===== src/rtl/correlate_sched.sv =====
// correlate_sched: frame sequencer feeding census rows to the stereo correlator and writing disparities to frame memory.
// Latency: FLUSH, WAIT_ROW, IMG_W FEED cycles, then DRAIN until all row outputs return; memory writes are 1 cycle after corr_disp_val.
// Backpressure: none inside a row; the burst is gap-free and row_avail gates only the start of each row.
// Ports: clk/reset (sync, active-high); frame_start/busy/frame_done frame control; row_avail, rd_en/rd_x/rd_y census read;
//        corr_flush, corr_bitvec_val, corr_pixel_x/y to the correlator; corr_disp_val/corr_disp from it;
//        dm_we/dm_addr/dm_data disparity memory write; err_timeout, err_overrun sticky error flags.
module correlate_sched #(
    parameter int IMG_W     = 640,
    parameter int IMG_H     = 480,
    parameter int DISP      = 64,
    parameter int RD_LAT    = 1,
    parameter int DRAIN_TMO = 32,
    parameter int AW        = 19,
    localparam int DW       = $clog2(DISP)
) (
    input  logic          clk,
    input  logic          reset,
    input  logic          frame_start,
    input  logic          row_avail,
    output logic          busy,
    output logic          frame_done,
    output logic          rd_en,
    output logic [9:0]    rd_x,
    output logic [9:0]    rd_y,
    output logic          corr_flush,
    output logic          corr_bitvec_val,
    output logic [9:0]    corr_pixel_x,
    output logic [9:0]    corr_pixel_y,
    input  logic          corr_disp_val,
    input  logic [DW-1:0] corr_disp,
    output logic          dm_we,
    output logic [AW-1:0] dm_addr,
    output logic [DW-1:0] dm_data,
    output logic          err_timeout,
    output logic          err_overrun
);

    // Outputs per row: the first DISP-1 pixels of a row produce nothing.
    localparam int NOUT = IMG_W - DISP + 1;
    localparam int OCW  = $clog2(NOUT + 1);
    localparam int TW   = $clog2(DRAIN_TMO + 1);

    localparam logic [9:0]    LAST_X   = 10'(IMG_W - 1);
    localparam logic [9:0]    LAST_Y   = 10'(IMG_H - 1);
    localparam logic [OCW-1:0] NOUT_C  = OCW'(NOUT);
    localparam logic [TW-1:0] TMO_C    = TW'(DRAIN_TMO);
    localparam logic [AW-1:0] ROW_STEP = AW'(IMG_W);
    localparam logic [AW-1:0] X_OFS    = AW'(DISP - 1);

    typedef enum logic [2:0] {
        IDLE,
        FLUSH,
        WAIT_ROW,
        FEED,
        DRAIN,
        DONE
    } state_t;

    state_t         state;
    logic [OCW-1:0] ocount;
    logic [TW-1:0]  tmo;
    logic [AW-1:0]  row_base;   // y*IMG_W, accumulated one row at a time

    always_ff @(posedge clk) begin
        if (reset) begin
            state       <= IDLE;
            busy        <= 1'b0;
            frame_done  <= 1'b0;
            rd_en       <= 1'b0;
            rd_x        <= '0;
            rd_y        <= '0;
            corr_flush  <= 1'b0;
            dm_we       <= 1'b0;
            dm_addr     <= '0;
            dm_data     <= '0;
            err_timeout <= 1'b0;
            err_overrun <= 1'b0;
            ocount      <= '0;
            tmo         <= '0;
            row_base    <= '0;
        end else begin
            frame_done <= 1'b0;
            corr_flush <= 1'b0;
            dm_we      <= 1'b0;

            case (state)
                IDLE: begin
                    if (frame_start) begin
                        state       <= FLUSH;
                        busy        <= 1'b1;
                        corr_flush  <= 1'b1;
                        rd_y        <= '0;
                        row_base    <= '0;
                        err_timeout <= 1'b0;
                        err_overrun <= 1'b0;
                    end
                end
                FLUSH: begin
                    ocount <= '0;
                    state  <= WAIT_ROW;
                end
                WAIT_ROW: begin
                    if (row_avail) begin
                        state <= FEED;
                        rd_en <= 1'b1;
                        rd_x  <= '0;
                    end
                end
                FEED: begin
                    // row_avail deliberately ignored: a gap would corrupt the correlator window
                    if (rd_x == LAST_X) begin
                        state <= DRAIN;
                        rd_en <= 1'b0;
                        tmo   <= '0;
                    end else begin
                        rd_x <= rd_x + 10'd1;
                    end
                end
                DRAIN: begin
                    if (ocount == NOUT_C || tmo == TMO_C) begin
                        if (ocount != NOUT_C) begin
                            err_timeout <= 1'b1;
                        end
                        if (rd_y == LAST_Y) begin
                            state      <= DONE;
                            frame_done <= 1'b1;
                        end else begin
                            state      <= FLUSH;
                            corr_flush <= 1'b1;
                            rd_y       <= rd_y + 10'd1;
                            row_base   <= row_base + ROW_STEP;
                        end
                    end else begin
                        tmo <= tmo + TW'(1);
                    end
                end
                DONE: begin
                    state <= IDLE;
                    busy  <= 1'b0;
                end
                default: begin
                    state <= IDLE;
                    busy  <= 1'b0;
                    rd_en <= 1'b0;
                end
            endcase

            // Write path; placed after the case so a stray disparity in IDLE wins over the frame_start clear.
            if (corr_disp_val) begin
                if ((state == FEED || state == DRAIN) && ocount < NOUT_C) begin
                    dm_we   <= 1'b1;
                    dm_addr <= row_base + X_OFS + AW'(ocount);
                    dm_data <= corr_disp;
                    ocount  <= ocount + OCW'(1);
                end else begin
                    err_overrun <= 1'b1;
                end
            end
        end
    end

    // Align read strobe and pixel coordinates with the census data returning RD_LAT cycles later.
    logic [RD_LAT-1:0] val_pipe;
    logic [9:0]        px_pipe [RD_LAT];
    logic [9:0]        py_pipe [RD_LAT];

    always_ff @(posedge clk) begin
        if (reset) begin
            val_pipe <= '0;
            for (int i = 0; i < RD_LAT; i++) begin
                px_pipe[i] <= '0;
                py_pipe[i] <= '0;
            end
        end else begin
            val_pipe[0] <= rd_en;
            px_pipe[0]  <= rd_x;
            py_pipe[0]  <= rd_y;
            for (int i = 1; i < RD_LAT; i++) begin
                val_pipe[i] <= val_pipe[i-1];
                px_pipe[i]  <= px_pipe[i-1];
                py_pipe[i]  <= py_pipe[i-1];
            end
        end
    end

    assign corr_bitvec_val = val_pipe[RD_LAT-1];
    assign corr_pixel_x    = px_pipe[RD_LAT-1];
    assign corr_pixel_y    = py_pipe[RD_LAT-1];

endmodule


===== config.mk =====
export PLATFORM = sky130hd
export DESIGN_NAME = correlate_sched
export DESIGN_NICKNAME = d
export VERILOG_FILES = /design/src/rtl/correlate_sched.sv
export SDC_FILE = /design/constraint.sdc
export NUM_CORES = 1
export LEC_CHECK = 0
export CAP_MARGIN = 15
export CORE_UTILIZATION = 63
export DETAILED_ROUTE_END_ITERATION = 8
export DONT_BUFFER_PORTS = 1
export PLACE_DENSITY = 0.76
export SLEW_MARGIN = 25
export SYNTH_ARGS = -nofsm -noshare
export SYNTH_HDL_FRONTEND = slang
export SYNTH_SLANG_ARGS = --single-unit
export TNS_END_PERCENT = 5

===== constraint.sdc =====
create_clock -name clk -period 3.4 [get_ports clk]
set_input_delay 0.34 -clock clk [delete_from_list [all_inputs] [get_ports clk]]
set_output_delay 0.34 -clock clk [all_outputs]
set_load 0.01 [all_outputs]

# After elaboration in Yosys (flattened, before gate mapping)

Memories as Yosys holds them, arrays and structs flattened.
Cells that the tools add are included.

Input port bits: 11
RAM bits: 20
Flip-flop bits (word level): 91
Logic and storage cells: 119
Output and inout bits: 73
Memories: 2

Memory list:

| memory  | depth | width | read ports | clocked after Yosys merged registers in | wr ports | RTL line | text |
|---|---|---|---|---|---|---|---|
| px_pipe | 1     | 10    | 1          | 0                                       | 1        | 164      | `logic [9:0] px_pipe [RD_LAT];` |
| py_pipe | 1     | 10    | 1          | 0                                       | 1        | 165      | `logic [9:0] py_pipe [RD_LAT];` |

Add/sub/neg operators: 7
Muxes and demuxes: 49
Eq/ne operators: 18
$lt $le $gt $ge: 1
Reductions and logical operators: 21
Bitwise logic cells: 5

Operators with widths:

| operator                                                               | number |
|---|---|
| 10-bit two-way mux                                                     | 10 |
| 19-bit two-way mux                                                     | 3 |
| 10-bit case mux with 2 select lines                                    | 2 |
| 19-bit case mux with 2 select lines                                    | 1 |
| 10-bit by 1-bit adder with 10-bit output, second input constant        | 3 |
| 10-bit equality test, second input constant                            | 2 |
| 1-bit two-way mux                                                      | 20 |
| 10-bit OR reduction                                                    | 2 |
| 19-bit by 10-bit adder with 19-bit output                              | 1 |
| 19-bit by 10-bit adder with 19-bit output, second input constant       | 1 |
| 19-bit by 6-bit adder with 19-bit output, second input constant        | 1 |
| 2-bit != test, second input constant                                   | 8 |
| 3-bit two-way mux                                                      | 5 |
| 3-bit case mux with 5 select lines                                     | 1 |
| 6-bit two-way mux                                                      | 2 |
| 6-bit case mux with 2 select lines                                     | 1 |
| 4-bit AND reduction                                                    | 3 |
| 10-bit by 9-bit equality test with 1-bit output, second input constant | 1 |
| 10-bit < comparator, second input constant                             | 1 |
| 10-bit != test, second input constant                                  | 1 |
| 3-bit AND reduction                                                    | 3 |
| 4-bit OR reduction                                                     | 2 |
| 6-bit by 1-bit adder with 6-bit output, second input constant          | 1 |
| 3-bit by 2-bit equality test with 1-bit output, second input constant  | 2 |
| 13 further kinds                                                       | 24 |

# Logic depth before layout (Yosys ltp)

Gate-level depths: netlist of the first run.

Word-level depth: 5
Depth in mapped cells: 10
Gate-level depth less buffers: 9

# Worst setup path after synthesis of the first run

No wires, ideal clock.

Path kind: reg2reg
From: reg ocount[2]
To: reg row_base[9]
Setup time: 0.059 ns
Data arrival time: 2.311 ns
Cell stages (with the launch flop): 10
Slack: 1.029 ns
Buffers on the path: 1
Cells stage by stage: dfxtp_1 > inv_1 > ha_1 > nand4_1 > or4b_1 > buf_2 > a311oi_4 > nand2_4 > or4_1 > nand2_1

Longest elaborated chain between the ends: 4

RTL lines:

| what                          | RTL line | text |
|---|---|---|
| from (decl)                   | 60       | `logic [OCW-1:0] ocount;` |
| from (signal assigned)        | 154      | `ocount <= ocount + OCW'(1);` |
| 10-bit equality test          | 120      | `if (ocount == NOUT_C \|\| tmo == TMO_C) begin` |
| 1-bit logical OR              | 120      |  |
| 2-bit != test (no line)       | -        |  |
| 4-bit AND reduction (no line) | -        |  |
| to (signal assigned)          | 131      | `row_base <= row_base + ROW_STEP;` |
| to (decl)                     | 62       | `logic [AW-1:0] row_base;` |

No other way between the ends.
A chain may end at the register's enable or synchronous reset.

# Worst setup path in the final report of the first run

From: reg state[2]
To: reg ocount[8]

Longest elaborated chain between the ends: 5

RTL lines:

| what                                                                                         | RTL line | text |
|---|---|---|
| from (decl)                                                                                  | 59       | `state_t state;` |
| from (signal assigned)                                                                       | 66       | `state <= IDLE;` |
| from (signal assigned)                                                                       | 89       | `state <= FLUSH;` |
| from (signal assigned)                                                                       | 100      | `state <= WAIT_ROW;` |
| 3-bit by 2-bit equality test with 1-bit output / 3-bit equality test (equally long branches) | 150      | `if ((state == FEED \|\| state == DRAIN) && ocount < NOUT_C) begin` |
| 1-bit logical OR                                                                             | 150      |  |
| 1-bit logical AND                                                                            | 150      |  |
| 10-bit two-way mux                                                                           | 150      |  |
| 10-bit two-way mux *                                                                         | 149      | `if (corr_disp_val) begin` |

Every way passes the cells marked *; elsewhere a longest branch is shown, timed or not.

==> metrics.md, run 1 <==
| Metric | Value |
|---|---|
| Placeable core region | `7330 um^2` |
| Switching Fraction | `24.3%` |
| Congestion Overflow GR | `0` |
| Total global-route track usage | `26.4%` |
| Total number of yosys warnings | `0` |
| Via density per instance | `5.86` |
| Synthesized netlist cell count | `554` |
| Internal power consumption | `0.00164 W` |
| First drt pass iteration count | `5` |
| Startpoint type of the worst setup path | `flop` |
| Worst Skew | `0.0129 ns` |
| Longest Clk Path Bufs | `2` |
| Final ANT Viol Nets | `0` |
| Maximum number of pins on one net before global-route repair | `64` |
| Kind of critical path | `flop to flop` |
| Sequential power share | `58.1%` |
| Number of maximum-capacitance constraint violations | `0` |
| Worst-path clk slew | `0.11 ns` |
| Post-CTS Hold Buffers | `0` |
| Antenna diodes | `0` |
| IO Count | `84` |
| Total clock sinks | `104` |
| Post-DP HPWL | `7.05 mm` |
| Number of pins with negative max-slew slack in the final report | `0` |
| Mean area per synthesized cell | `8.70 um^2` |
| Vias post-DR | `3812` |
| Num CTS Buffers | `9` |
| Sequential-to-total area share from yosys stat | `43.2%` |
| Sw Pwr | `0.000527 W` |
| Final non-filler cell area | `5120 um^2` |
| Total wire length | `9.97 mm` |
| Routability congestion estimate from global placement | `0.866` |
| Commonest register cell after synthesis | `sky130_fd_sc_hd__dfxtp_1` |
| Final routed DRC violation total | `0` |
| Cell row count | `31` |
| Number of flops mapped to enable cells by yosys | `0` |
| Pwr/cell area | `424 nW/um^2` |
| Number of nets in the finished design | `587` |
| Most frequent cells in the layout | `104 x sky130_fd_sc_hd__dfxtp_1, 65 x sky130_fd_sc_hd__nor2_1, 46 x sky130_fd_sc_hd__nand2_1, 41 x sky130_fd_sc_hd__a21oi_1, 37 x sky130_fd_sc_hd__xor2_1` |
| Area share of the largest cell type after synthesis | `43.2%` |
| Synthesis-stage register bit count | `104` |
| Crit path required time | `3.70 ns` |
| Post-place setup slack | `0.747 ns` |
| Minimum setup slack in the final design | `0.695 ns` |
| Setup violators final | `0` |
| Count of endpoints failing hold in the final timing report | `0` |
| Starting DRT DRC Count | `127` |
| Netlist cell types | `47` |
| Share of final-layout standard cells stronger than drive strength 1 | `5.62%` |
| Slew HR | `56.1%` |
| CTS tree | `done` |
| Layout overhead on the synthesized area | `6.15%` |
| Type of destination of the critical path | `flop` |
| Floorplan die width | `89.5 um` |
| Worst EP arrival | `3.01 ns` |
| Average routed wire per standard cell | `15.3 um` |
| Combinational cell fraction of total power | `4.6%` |
| Vias in the first global route | `3399` |
| # port buffers | `0` |
| Leak pwr | `2.01 nW` |
| Post-CTS setup-driven buffer insertion count | `0` |
| Root buffer cell | `sky130_fd_sc_hd__clkbuf_8` |
| Transition time of the tightest slew-check pin | `0.655 ns` |
| First-pass GRT wire length | `16.3 mm` |
| Area after detailed placement | `4900 um^2` |
| CP Max Fanout | `16` |
| Overall die area | `8010 um^2` |
| Cell types occupying the most area after synthesis | `sky130_fd_sc_hd__dfxtp_1 43%, sky130_fd_sc_hd__ha_1 7.3%, sky130_fd_sc_hd__xor2_1 6.7%` |
| Net count after synthesis | `594` |
| Initial core utilization | `65.8%` |
| Share of async-settable or async-resettable flops after synthesis | `0%` |
| Die H | `89.5 um` |
| Initial antenna violation count | `0` |
| Maximum clock rate | `0.370 GHz` |
| Total number of H-tree levels | `3` |
| Class of the most critical hold timing path | `input port to flop` |
| Period minus WS final | `2.70 ns` |
| Clk pwr share | `37.3%` |
| Source-to-sink clock delay at the later pin of the worst-skew pair | `0.37 ns` |
| Final sum of negative setup slack | `0 ns` |
| Resize count post-CTS | `0` |
| Peak supply drop | `0.255 mV` |
| Share of the clock period used by the worst path after layout | `79.6%` |
| Setup repair after global routing missed its margin | `false` |
| Cell type with the largest total area after synthesis | `sky130_fd_sc_hd__dfxtp_1` |
| Post-synthesis cell area | `4820 um^2` |
| Most common cell after layout, fill and taps aside | `sky130_fd_sc_hd__dfxtp_1` |
| Run status | `finished clean` |
==> stage by stage <==
step	hold WS, ns	total power (W)	util (%)	cells
finish	0.0335	0.00217	69.8	651
global route	0.00786	0.00225	69.8	651
CTS	0.0212	0.00218	69.8	651
detailed placement	0.418	0.00139	66.9	635
global placement	0.416	0.00139	66.9	635
floorplan	0.465	0.00137	-	554
==> layer usage <==
metal / wire, um / track usage [%]
met5: 0 / 0
met4: 189 / 11.3
met3: 573 / 4.43
met2: 4770 / 42.9
met1: 4440 / 34.8
==> flip-flops by register name, indices dropped and copies added, names as in the netlist, 3 cells and up <==
register and flops:
rd_y 10, state 3, dm_data 6, px_pipe 10
py_pipe 10, row_base 12, rd_x 10, ocount 10
dm_addr 19, tmo 6
==> area by class of cell <==
| class | count | area [um^2] |
|---|---|---|
| multi-input combinational | 409 | 2580 |
| fill | 587 | 2210 |
| sequential | 104 | 2080 |
| clock buffer | 10 | 138 |
| tap | 99 | 124 |
| clock inverter | 6 | 75.1 |
| timing repair buffer | 8 | 60.1 |
| inverter | 15 | 56.3 |
==> path summary, 6_finish.rpt <==
kind	depth (start not counted)	from	slack [ns]	endpoint
setup reg to reg	6	state[2]$_SDFFE_PP0P_	0.70	ocount[8]$_SDFF_PP0_
hold / removal	1	reset	0.03	py_pipe[0][1]$_SDFF_PP0_
setup / recovery	6	state[2]$_SDFFE_PP0P_	0.70	ocount[8]$_SDFF_PP0_
hold reg to reg	2	dm_data[4]$_SDFFE_PP0P_	0.50	dm_data[4]$_SDFFE_PP0P_
==> cells by family (layout without fill, tap and decap cells) <==
kind of cell | Yosys count | in the layout | synth area share (%)
AND/OR/NAND/NOR | 233 | 233 | 24.4
adder cells (fa/ha/maj) | 29 | 29 | 7.68
buffers and inverters | 41 | 39 | 3.24
XOR/XNOR | 44 | 44 | 7.99
flip-flops | 104 | 104 | 43.2
AO/OA/AOI/OAI | 103 | 103 | 13.5
==> critical path, cell delays in order, from the launching register on <==
cell and delay, ns:
sky130_fd_sc_hd__dfxtp_1 0.59, sky130_fd_sc_hd__or3b_1 0.42, sky130_fd_sc_hd__o21ai_0 0.16, sky130_fd_sc_hd__and4_1 0.67, sky130_fd_sc_hd__nand4_1 0.25, sky130_fd_sc_hd__or3_1 0.39
sky130_fd_sc_hd__a21oi_1 0.16
==> synth_stat cells, types with 5 or more instances <==
master and count:
sky130_fd_sc_hd__o21ai_0 21, sky130_fd_sc_hd__ha_1 28, sky130_fd_sc_hd__nand4_1 20, sky130_fd_sc_hd__inv_1 15
sky130_fd_sc_hd__dfxtp_1 104, sky130_fd_sc_hd__nand2b_1 7, sky130_fd_sc_hd__a21oi_1 41, sky130_fd_sc_hd__nor3_1 6
sky130_fd_sc_hd__clkbuf_1 24, sky130_fd_sc_hd__xnor2_1 7, sky130_fd_sc_hd__and3_1 13, sky130_fd_sc_hd__nor2b_1 23
sky130_fd_sc_hd__xor2_1 37, sky130_fd_sc_hd__a211oi_1 9, sky130_fd_sc_hd__nor2_1 65, sky130_fd_sc_hd__nand3_1 25
sky130_fd_sc_hd__nand2_1 46, sky130_fd_sc_hd__o211ai_1 5
==> power by group through the flow <==
stage	sequential [W]	combinational [W]	clock (W)
CTS	0.00126	0.0000999	0.000821
global placement	0.00129	0.0000979	0
detailed placement	0.00129	0.0000989	0
floorplan	0.00128	0.0000919	0
global route	0.00126	0.000113	0.000874
finish	0.00126	0.000100	0.000808
(Power assumes the default switching activity.)
==> run 2: changes to the inputs <==
- CORE_UTILIZATION: 63 -> 57
- PLACE_DENSITY: 0.76 -> 0.72
- clock period: 3.4 -> 2.2 ns (I/O delays scaled with it)
==> run 2 against run 1 <==
Critical path depth is 3 higher. Wire length is 9.4% higher. Largest cell class unchanged. Register-to-register slack got worse by 0.71 ns. Highest routed layer unchanged. Cell count grew 7.8%. The flow now finishes with violations (negative setup slack). Setup slack got worse by 0.71 ns.
==> metrics.md, run 2 (synthesis gave the netlist of run 1 again) <==
| Metric | Value |
|---|---|
| Number of maximum-capacitance constraint violations | `0 (unchanged)` |
| Total number of H-tree levels | `3 (unchanged)` |
| Largest registers | `dm_addr (19), row_base (12)` |
| Total wire length | `10.9 mm (+9.4%)` |
| Worst Skew | `0.0131 ns (+0.000242 ns)` |
| Count of endpoints failing hold in the final timing report | `0 (unchanged)` |
| Final ANT Viol Nets | `0 (unchanged)` |
| Congestion Overflow GR | `0 (unchanged)` |
| Transition time of the tightest slew-check pin | `0.415 ns (-0.240 ns)` |
| Sw Pwr | `0.000871 W (+65%)` |
| Flip-flop count of the largest register after layout | `19 (unchanged)` |
| Maximum number of pins on one net before global-route repair | `59 (-7.8%)` |
| Setup repair after global routing missed its margin | `true` |
| # port buffers | `0 (unchanged)` |
| Floorplan die width | `94.0 um (+5.0%)` |
| Number of pins with negative max-slew slack in the final report | `0 (unchanged)` |
| Layout overhead on the synthesized area | `15.7%` |
| Vias in the first global route | `3737 (+9.9%)` |
| Total clock sinks | `104 (unchanged)` |
| Logic depth of the worst register-to-register path | `9 (+3)` |
| Longest Clk Path Bufs | `2 (unchanged)` |
| Most frequent cells in the layout | `102 x sky130_fd_sc_hd__dfxtp_1, 64 x sky130_fd_sc_hd__nor2_1, 46 x sky130_fd_sc_hd__nand2_1, 43 x sky130_fd_sc_hd__buf_4, 41 x sky130_fd_sc_hd__a21oi_1` |
| Placeable core region | `8220 um^2 (+12%)` |
| CP Max Fanout | `13 (-3)` |
| Largest Register | `dm_addr` |
| Share of final-layout standard cells stronger than drive strength 1 | `13.7% (+8.1 points)` |
| Vias post-DR | `3989 (+4.6%)` |
| Worst-path clk slew | `0.11 ns (about the same)` |
| Slew HR | `72.3% (+16 points)` |
| Leak pwr | `2.26 nW (+12%)` |
| Post-CTS setup-driven buffer insertion count | `0 (unchanged)` |
| Final routed DRC violation total | `0 (unchanged)` |
| Startpoint type of the worst setup path | `flop` |
| Final non-filler cell area | `5580 um^2 (+9.0%)` |
| Run status | `finished with violations` |
| Combinational cell fraction of total power | `6.7% (+2.1 points)` |
| Via density per instance | `5.68 (-3.0%)` |
| Area after detailed placement | `5200 um^2 (+6.1%)` |
| Initial antenna violation count | `0 (unchanged)` |
| Cell row count | `33 (+6.5%)` |
| Final cell count without fillers | `702 (+7.8%)` |
| Share of the clock period used by the worst path after layout | `101% (+21 points)` |
| Antenna diodes | `0 (unchanged)` |
| Root buffer cell | `sky130_fd_sc_hd__clkbuf_8` |
| Post-DP HPWL | `7.34 mm (+4.1%)` |
| Cell total after placement | `678 (+6.8%)` |
| Peak supply drop | `0.377 mV (+48%)` |
| IO Count | `84 (unchanged)` |
| Maximum clock rate | `0.451 GHz (+22%)` |
| Average routed wire per standard cell | `15.5 um (+1.5%)` |
| Worst hold path cell count | `2 (+1)` |
| Starting DRT DRC Count | `183 (+44%)` |
| Setup violators final | `2 (+2)` |
| Minimum setup slack in the final design | `-0.0150 ns (-0.710 ns)` |
| Switching Fraction | `26.4% (+2.0 points)` |
| Total global-route track usage | `26.0% (-0.45 points)` |
| Num CTS Buffers | `9 (unchanged)` |
| Crit path required time | `2.46 ns (-1.24 ns)` |
| Worst EP arrival | `2.48 ns (-0.53 ns)` |
| Class of the most critical hold timing path | `input port to flop` |
| Type of destination of the critical path | `flop` |
| Routability congestion estimate from global placement | `0.854 (-1.3%)` |
| Pwr/cell area | `592 nW/um^2 (+40%)` |
| Die H | `94.0 um (+5.0%)` |
| First-pass GRT wire length | `18.0 mm (+10%)` |
| Initial core utilization | `58.7% (-7.1 points)` |
| Overall die area | `8830 um^2 (+10%)` |
| Number of nets in the finished design | `632 (+7.7%)` |
| Clk pwr share | `34.5% (-2.8 points)` |
| Kind of critical path | `flop to flop` |
| First drt pass iteration count | `4 (-1)` |
| Internal power consumption | `0.00243 W (+48%)` |
| CTS tree | `done` |
| Violated checks | `negative setup slack` |
| Post-place setup slack | `-0.122 ns (-0.869 ns)` |
| Most common cell after layout, fill and taps aside | `sky130_fd_sc_hd__dfxtp_1` |
| Source-to-sink clock delay at the later pin of the worst-skew pair | `0.37 ns (about the same)` |
| Sequential power share | `58.8% (+0.7 points)` |
| Fill cells | `698 (+19%)` |
| Total Power Consumption | `0.00330 W (+52%)` |
| Period minus WS final | `2.21 ns (-0.490 ns)` |
-- run 2: cell count changes in the layout (fill, tap and decap cells not counted), moves of 5 or more --
| cell | before | now |
|---|---|---|
| sky130_fd_sc_hd__o21ai_1 | 1 | 6 |
| sky130_fd_sc_hd__o21ai_0 | 20 | 14 |
| sky130_fd_sc_hd__buf_4 | 8 | 43 |
| sky130_fd_sc_hd__dlygate4sd3_1 | 0 | 7 |
-- run 2: worst paths after layout --
kind / start / endpoint / slack [ns]
worst max register to register: ocount[2]$_SDFF_PP0_ / rd_y[5]$_SDFFE_PP0P_ / -0.01
worst max-delay path: ocount[2]$_SDFF_PP0_ / rd_y[5]$_SDFFE_PP0P_ / -0.01
worst min register to register: dm_data[0]$_SDFFE_PP0P_ / dm_data[0]$_SDFFE_PP0P_ / 0.51
worst min-delay path: reset / rd_y[0]$_SDFFE_PP0P_ / 0.06
-- run 2: power by group through the flow --
stage               combinational [W]  clock [W]  sequential (W)
floorplan                    0.000141          0         0.00198
global placement             0.000179          0         0.00199
detailed placement           0.000182          0         0.00199
CTS                          0.000218    0.00116         0.00194
global route                 0.000248    0.00124         0.00195
finish                       0.000223    0.00114         0.00194
-- run 2: routing by layer --
layer / global-route usage, % / vias up / wire length, um
met5: 0 / - / 0
met2: 43.3 / 106 / 5140
met3: 5.74 / 18 / 576
met1: 33.4 / 1868 / 4960
met4: 7.69 / 0 / 223
li1: - / 1997 / -
-- run 2: critical path, stage by stage (launching register included) --
cell	delay (ns)
sky130_fd_sc_hd__dfxtp_1	0.34
sky130_fd_sc_hd__inv_2	0.10
sky130_fd_sc_hd__ha_1	0.16
sky130_fd_sc_hd__nand4_1	0.10
sky130_fd_sc_hd__or4b_4	0.52
sky130_fd_sc_hd__a311oi_4	0.30
sky130_fd_sc_hd__buf_6	0.21
sky130_fd_sc_hd__nand4_1	0.14
sky130_fd_sc_hd__xor2_1	0.20
sky130_fd_sc_hd__nor2_1	0.05
-- run 2: stage by stage --
step / setup TNS (ns) / hold slack, ns / utilization, %
after global routing: -2.03 / 0.0359 / 67.9
after global placement: -0.104 / 0.296 / 63.3
after CTS: 0 / 0.0451 / 67.0
after detailed placement: -1.02 / 0.299 / 63.3
after floorplan: -0.966 / 0.356 / -
final: -0.0168 / 0.0595 / 67.9
-- run 2: layout make-up --
cell class | instances | area [um^2] | share of cell area, %
clock buffers | 9 | 124 | 2.22
flip-flops and latches | 104 | 2080 | 37.4
repair buffers | 53 | 452 | 8.10
clock inverters | 7 | 65.1 | 1.17
inverters | 15 | 56.3 | 1.01
multi-input cells | 409 | 2670 | 47.8
well taps | 105 | 131 | 2.36
-- run 2: what timing repair did --
action,CTS,global route
setup endpoints to repair,22,36
pin swaps,1,3
gates resized for setup,5,18
hold buffers,8,0
endpoints found under the hold margin,59,0
